**src/rtl/ascon_permutation_iter.sv**
```systemverilog
// ============================================================================
//  Module   : ascon_permutation_iter
//  Purpose  : Iterative Ascon permutation (pa/pb), UNROLL rounds per clock,
//             start/done handshake, registered 320-bit state.
//  Revision : 1.0 - initial release
// ============================================================================
`default_nettype none

package ascon_pack;
    // Element [i] holds Ascon word xi.
    typedef logic [4:0][63:0] type_state;
endpackage

module ascon_permutation_iter #(
    parameter int UNROLL = 1
) (
    input  logic                  clock_i,
    input  logic                  reset_i,
    input  logic                  start_i,
    input  logic [1:0]            rounds_i,
    input  ascon_pack::type_state state_i,
    output ascon_pack::type_state state_o,
    output logic                  busy_o,
    output logic                  done_o,
    output logic [3:0]            round_o
);

    localparam logic [1:0] c_idle = 2'd0;
    localparam logic [1:0] c_run  = 2'd1;
    localparam logic [1:0] c_done = 2'd2;

    localparam logic [3:0] c_step      = 4'(UNROLL);
    localparam logic [3:0] c_last_next = 4'd12;

    localparam logic [4:0] c_sbox [32] = '{
        5'h04, 5'h0b, 5'h1f, 5'h14, 5'h1a, 5'h15, 5'h09, 5'h02,
        5'h1b, 5'h05, 5'h08, 5'h12, 5'h1d, 5'h03, 5'h06, 5'h1c,
        5'h1e, 5'h13, 5'h07, 5'h0e, 5'h00, 5'h0d, 5'h11, 5'h18,
        5'h10, 5'h0c, 5'h01, 5'h19, 5'h16, 5'h0a, 5'h0f, 5'h17
    };

    function automatic logic [63:0] ror(input logic [63:0] x, input int n);
        return (x >> n) | (x << (64 - n));
    endfunction

    function automatic ascon_pack::type_state round_fn(
        input ascon_pack::type_state s,
        input logic [3:0]            r
    );
        ascon_pack::type_state t;
        ascon_pack::type_state u;
        ascon_pack::type_state o;
        logic [4:0]            col;
        logic [4:0]            sub;
        t = s;
        u = '0;
        t[2][7:0] = t[2][7:0] ^ {~r, r};
        // Bit-sliced S-box: one 5-bit column per bit position, x0 as MSB.
        for (int j = 0; j < 64; j++) begin
            col = {t[0][j], t[1][j], t[2][j], t[3][j], t[4][j]};
            sub = c_sbox[col];
            u[0][j] = sub[4];
            u[1][j] = sub[3];
            u[2][j] = sub[2];
            u[3][j] = sub[1];
            u[4][j] = sub[0];
        end
        o[0] = u[0] ^ ror(u[0], 19) ^ ror(u[0], 28);
        o[1] = u[1] ^ ror(u[1], 61) ^ ror(u[1], 39);
        o[2] = u[2] ^ ror(u[2], 1)  ^ ror(u[2], 6);
        o[3] = u[3] ^ ror(u[3], 10) ^ ror(u[3], 17);
        o[4] = u[4] ^ ror(u[4], 7)  ^ ror(u[4], 41);
        return o;
    endfunction

    logic [1:0]            r_fsm;
    ascon_pack::type_state r_state;
    logic                  r_busy;
    logic                  r_done;
    logic [3:0]            r_round;
    ascon_pack::type_state w_next;
    logic [3:0]            w_round_next;
    logic [3:0]            w_first;

    generate
        if (UNROLL == 1) begin : g_unroll1
            assign w_next = round_fn(r_state, r_round);
        end else if (UNROLL == 2) begin : g_unroll2
            // Start indices 0/4/6 are even, so the second round never passes 11.
            assign w_next = round_fn(round_fn(r_state, r_round), r_round + 4'd1);
        end else begin : g_bad_unroll
            $error("ascon_permutation_iter: UNROLL must be 1 or 2");
            assign w_next = r_state;
        end
    endgenerate

    assign w_round_next = r_round + c_step;

    always_comb begin
        w_first = 4'd0;
        case (rounds_i)
            2'b01:   w_first = 4'd4;
            2'b10:   w_first = 4'd6;
            default: w_first = 4'd0;
        endcase
    end

    always_ff @(posedge clock_i) begin
        if (reset_i) begin
            r_fsm   <= c_idle;
            r_state <= '0;
            r_busy  <= 1'b0;
            r_done  <= 1'b0;
            r_round <= 4'd0;
        end else begin
            case (r_fsm)
                c_idle: begin
                    if (start_i) begin
                        r_state <= state_i;
                        r_round <= w_first;
                        r_busy  <= 1'b1;
                        r_fsm   <= c_run;
                    end
                end
                c_run: begin
                    r_state <= w_next;
                    if (w_round_next == c_last_next) begin
                        r_round <= 4'd0;
                        r_busy  <= 1'b0;
                        r_done  <= 1'b1;
                        r_fsm   <= c_done;
                    end else begin
                        r_round <= w_round_next;
                    end
                end
                c_done: begin
                    r_done <= 1'b0;
                    r_fsm  <= c_idle;
                end
                default: begin
                    r_busy <= 1'b0;
                    r_done <= 1'b0;
                    r_fsm  <= c_idle;
                end
            endcase
        end
    end

    assign state_o = r_state;
    assign busy_o  = r_busy;
    assign done_o  = r_done;
    assign round_o = r_round;

endmodule

`default_nettype wire

```
**config.mk**
```make
export PLATFORM = sky130hd
export DESIGN_NAME = ascon_permutation_iter
export DESIGN_NICKNAME = d
export VERILOG_FILES = /design/src/rtl/ascon_permutation_iter.sv
export SDC_FILE = /design/constraint.sdc
export NUM_CORES = 2
export LEC_CHECK = 0
export CELL_PAD_IN_SITES_DETAIL_PLACEMENT = 1
export CELL_PAD_IN_SITES_GLOBAL_PLACEMENT = 1
export CORE_MARGIN = 4
export CORE_UTILIZATION = 39
export CTS_CLUSTER_DIAMETER = 40
export DETAILED_ROUTE_END_ITERATION = 10
export PLACE_DENSITY_LB_ADDON = 0.1
export SYNTH_ARGS = -nofsm -noshare
export SYNTH_HDL_FRONTEND = slang
export SYNTH_SLANG_ARGS = --single-unit
```
**constraint.sdc**
```tcl
create_clock -name clock_i -period 2.8 [get_ports clock_i]
set_input_delay 0.28 -clock clock_i [delete_from_list [all_inputs] [get_ports clock_i]]
set_output_delay 0.28 -clock clock_i [all_outputs]
set_load 0.02 [all_outputs]
```
==> results.sh <==
export IMPL_synth_seq_cells=328
export IMPL_drc=0
export IMPL_tightest_slew_ps=1070
export IMPL_clk_latency_ps=650
export IMPL_worst_path_stages=10
export IMPL_finalSetupViolCount=2
export IMPL_root_buffer="clkbuf_16"
export IMPL_dieArea_um2=86100
export IMPL_core_area_um2=80700
export IMPL_yosysUniqueCellTypes=41
export IMPL_io_buffers=650
export IMPL_period_needed_ps=2820
export IMPL_cts_buffers=92
export IMPL_routabilityCongestion=1.09
export IMPL_rows=104
export IMPL_initial_core_util_pct=39.4
export IMPL_fin_ws_ps=-21.8
export IMPL_fin_cells=6046
export IMPL_timing_hold_ws_ps=73.1
export IMPL_drv_cap=0
export IMPL_die_w_um=293
export IMPL_vias=35600
export IMPL_r2r_cells=10
export IMPL_syn_nets=4600
export IMPL_io_pins=651
export IMPL_grt_first_pass_wirelength_mm=263
export IMPL_critPathMaxFanout=6
export IMPL_dpl_worst_slack_ps=-562
export IMPL_viasPerCell=5.88
export IMPL_rsz0062_at_grt="no"
export IMPL_area_growth_syn_to_layout_pct=45.4
export IMPL_timing_rr_end="state_o[300]$_SDFFE_PP0P_"
export IMPL_nets=5584
export IMPL_final_util_pct=57.3
export IMPL_antenna_found_initial=6
export IMPL_async_flop_share_pct=0
export IMPL_syn_avg_cell_area_um2=8.10
export IMPL_reg2reg_setup_slack_ps=-20
export IMPL_cp_startpoint="state_o[172]$_SDFFE_PP0P_"
export IMPL_cp_required_ps=3300
export IMPL_max_slew_margin_pct=28.4
export IMPL_wl_mm=192
export IMPL_wl_per_cell_um=31.7
export IMPL_cts_max_path_buffers=3
export IMPL_max_stage_delay_ps=510
export IMPL_min_from="reset_i"
export IMPL_hold_violations=0
export IMPL_path_class="reg2reg"
export IMPL_holdPathStages=2
export IMPL_crit_slowest_cell="dfxtp_1"
export IMPL_path_clk_slew_ps=50
export IMPL_worst_path_buf_inv=2
export IMPL_critical_path_top_delay_family="compound AO/OA/AOI/OAI gates"
export IMPL_cp_cell_sequence="inv_1, ha_1, or3_1, a31oi_1, buf_4, xnor2_1, xnor2_1, a21oi_1, a21oi_1, nor2_1"
export IMPL_yosysSeqAreaShare_pct=20.7
export IMPL_cp_arrival_ps=3320
export IMPL_htree_levels=3
export IMPL_postSynthCellCount=3926
export IMPL_synth_edf_count=0
export IMPL_hold_end="r_fsm[0]$_SDFFE_PP0P_"
export IMPL_synthesis_yosys_warnings=0
export IMPL_reg2reg_from="state_o[172]$_SDFFE_PP0P_"
export IMPL_grt_pass1_vias=35100
export IMPL_place_hpwl_mm=156
export IMPL_fp_dieH_um=293
export IMPL_finClkSkew_ps=28.5
export IMPL_cts_sinks=328
export IMPL_critPathLaunchType="flip-flop"
export IMPL_drive_gt1_share_pct=14.3
export IMPL_holdCritPathClass="in2reg"
export IMPL_grtUsageTotal_pct=42.5
export IMPL_grt_max_degree=113
export IMPL_firstDrtPassIters=8
export IMPL_synth_ff_type="dfxtp_1"
export IMPL_status="complete, but fails checks"
export IMPL_max_freq_mhz=354
export IMPL_min_period_over_period_pct=101
export IMPL_end_kind="flip-flop"
export IMPL_drtAntennaViolNets=0
export IMPL_violations="negative setup slack"
export IMPL_drt_initial_drc_count=3841
export IMPL_cts_tree="done"
export IMPL_post_place_cells=5863
export IMPL_overflow=0
export IMPL_drv_slew=0
export IMPL_syn_cell_area_um2=31800
[cell usage after synthesis (54+ instances only)]
master | number | share of area, %
xnor2_1 | 659 | 18
nor2_1 | 409 | 4.8
ha_1 | 349 | 14
dfxtp_1 | 328 | 21
a21oi_1 | 237 | 3.7
a211oi_1 | 229 | 5.4
inv_1 | 222 | 2.6
xor2_1 | 220 | 6.1
clkbuf_1 | 210 | 2.5
mux2i_1 | 153 | 4.8
nor3_1 | 119 | 1.9
o21ai_0 | 98 | 1.5
or3_1 | 74 | 1.5
nand2_1 | 70 | 0.83
nor2b_1 | 64 | 1.3
buf_2 | 60 | 0.94
o211ai_1 | 56 | 1.3
nand3_1 | 54 | 0.85
[metrics by stage]
stage / setup TNS [ps] / area (um2)
after detailed placement: -586 / 42700
after global routing: 0 / 46200
after CTS: 0 / 46100
after global placement: -565 / 42700
final: -34.9 / 46200
after floorplan: 0 / 31800
[final cells by class]
class | instances | area, um2
Sequential cell | 328 | 6570
Clock inverter | 53 | 771
Fill cell | 9471 | 34500
Inverter | 222 | 833
Clock buffer | 115 | 2540
Antenna cell | 2 | 5.00
Timing Repair Buffer | 1180 | 10800
Tap cell | 1060 | 1330
Multi-Input combinational cell | 3086 | 23300
[layer usage]
metal / GRT usage, % / up-vias / part of all wire [%]
li1: - / 15400 / -
met1: 53.0 / 17700 / 39
met2: 67.1 / 1879 / 44
met3: 9.27 / 527 / 9.3
met4: 26.5 / 6 / 7.5
met5: 0 / - / 0.018
[placed cells by master (no fill, tap or decap), drive strengths merged, types with 35 or more instances in the layout]
| cell type | Yosys | layout |
|---|---|---|
| xnor2 | 660 | 660 |
| clkdlybuf4s50 | 0 | 649 |
| buf | 79 | 531 |
| nor2 | 409 | 409 |
| ha | 349 | 349 |
| dfxtp | 328 | 328 |
| a21oi | 237 | 237 |
| a211oi | 229 | 229 |
| inv | 222 | 224 |
| xor2 | 221 | 221 |
| mux2i | 153 | 153 |
| nor3 | 119 | 119 |
| clkbuf | 211 | 115 |
| o21ai | 98 | 98 |
| or3 | 74 | 74 |
| nand2 | 70 | 70 |
| nor2b | 64 | 64 |
| o211ai | 56 | 56 |
| nand3 | 54 | 54 |
| o22ai | 44 | 44 |
| a222oi | 43 | 43 |
| nand2b | 42 | 42 |
| and3 | 35 | 35 |
[state kept, by name, indices dropped and copies added (netlist names)]
signal / count
r_fsm: 2
round_o: 4
done_o: 1
busy_o: 1
state_o: 320
[kinds of logic (layout without fill, tap and decap cells)]
| group | count (synthesis) | in the layout | share of synthesized area, % |
|---|---|---|---|
| buffers and inverters | 512 | 1570 | 6.29 |
| muxes | 153 | 153 | 4.82 |
| adders and majority gates | 349 | 349 | 13.7 |
| other | 0 | 2 | 0 |
| and+or+nand+nor | 871 | 871 | 12.7 |
| xor gates and xnor gates | 885 | 885 | 24.6 |
| AOI/OAI and AO/OA | 828 | 828 | 17.2 |
| DFF | 328 | 328 | 20.7 |
[how the worst max path moves through the flow]
| stage | end | slack, ps |
|---|---|---|
| CTS | state_o[88]$_SDFFE_PP0P_ | 30 |
| floorplan | state_o[125]$_SDFFE_PP0P_ | 420 |
| detailed placement | state_o[219]$_SDFFE_PP0P_ | -560 |
| global route | state_o[85]$_SDFFE_PP0P_ | 6 |
| global placement | state_o[219]$_SDFFE_PP0P_ | -520 |
| finish | state_o[300]$_SDFFE_PP0P_ | -20 |
[repair_timing]
action,CTS,global route
setup buffers,1,12
pin swaps,1,10
hold buffers,0,0
resized for setup,6,8
endpoints found under the setup margin,4,16
Power is left out: the tool's default activity adds up to more than one toggle a clock period on the data nets, which glitch-free logic cannot reach.
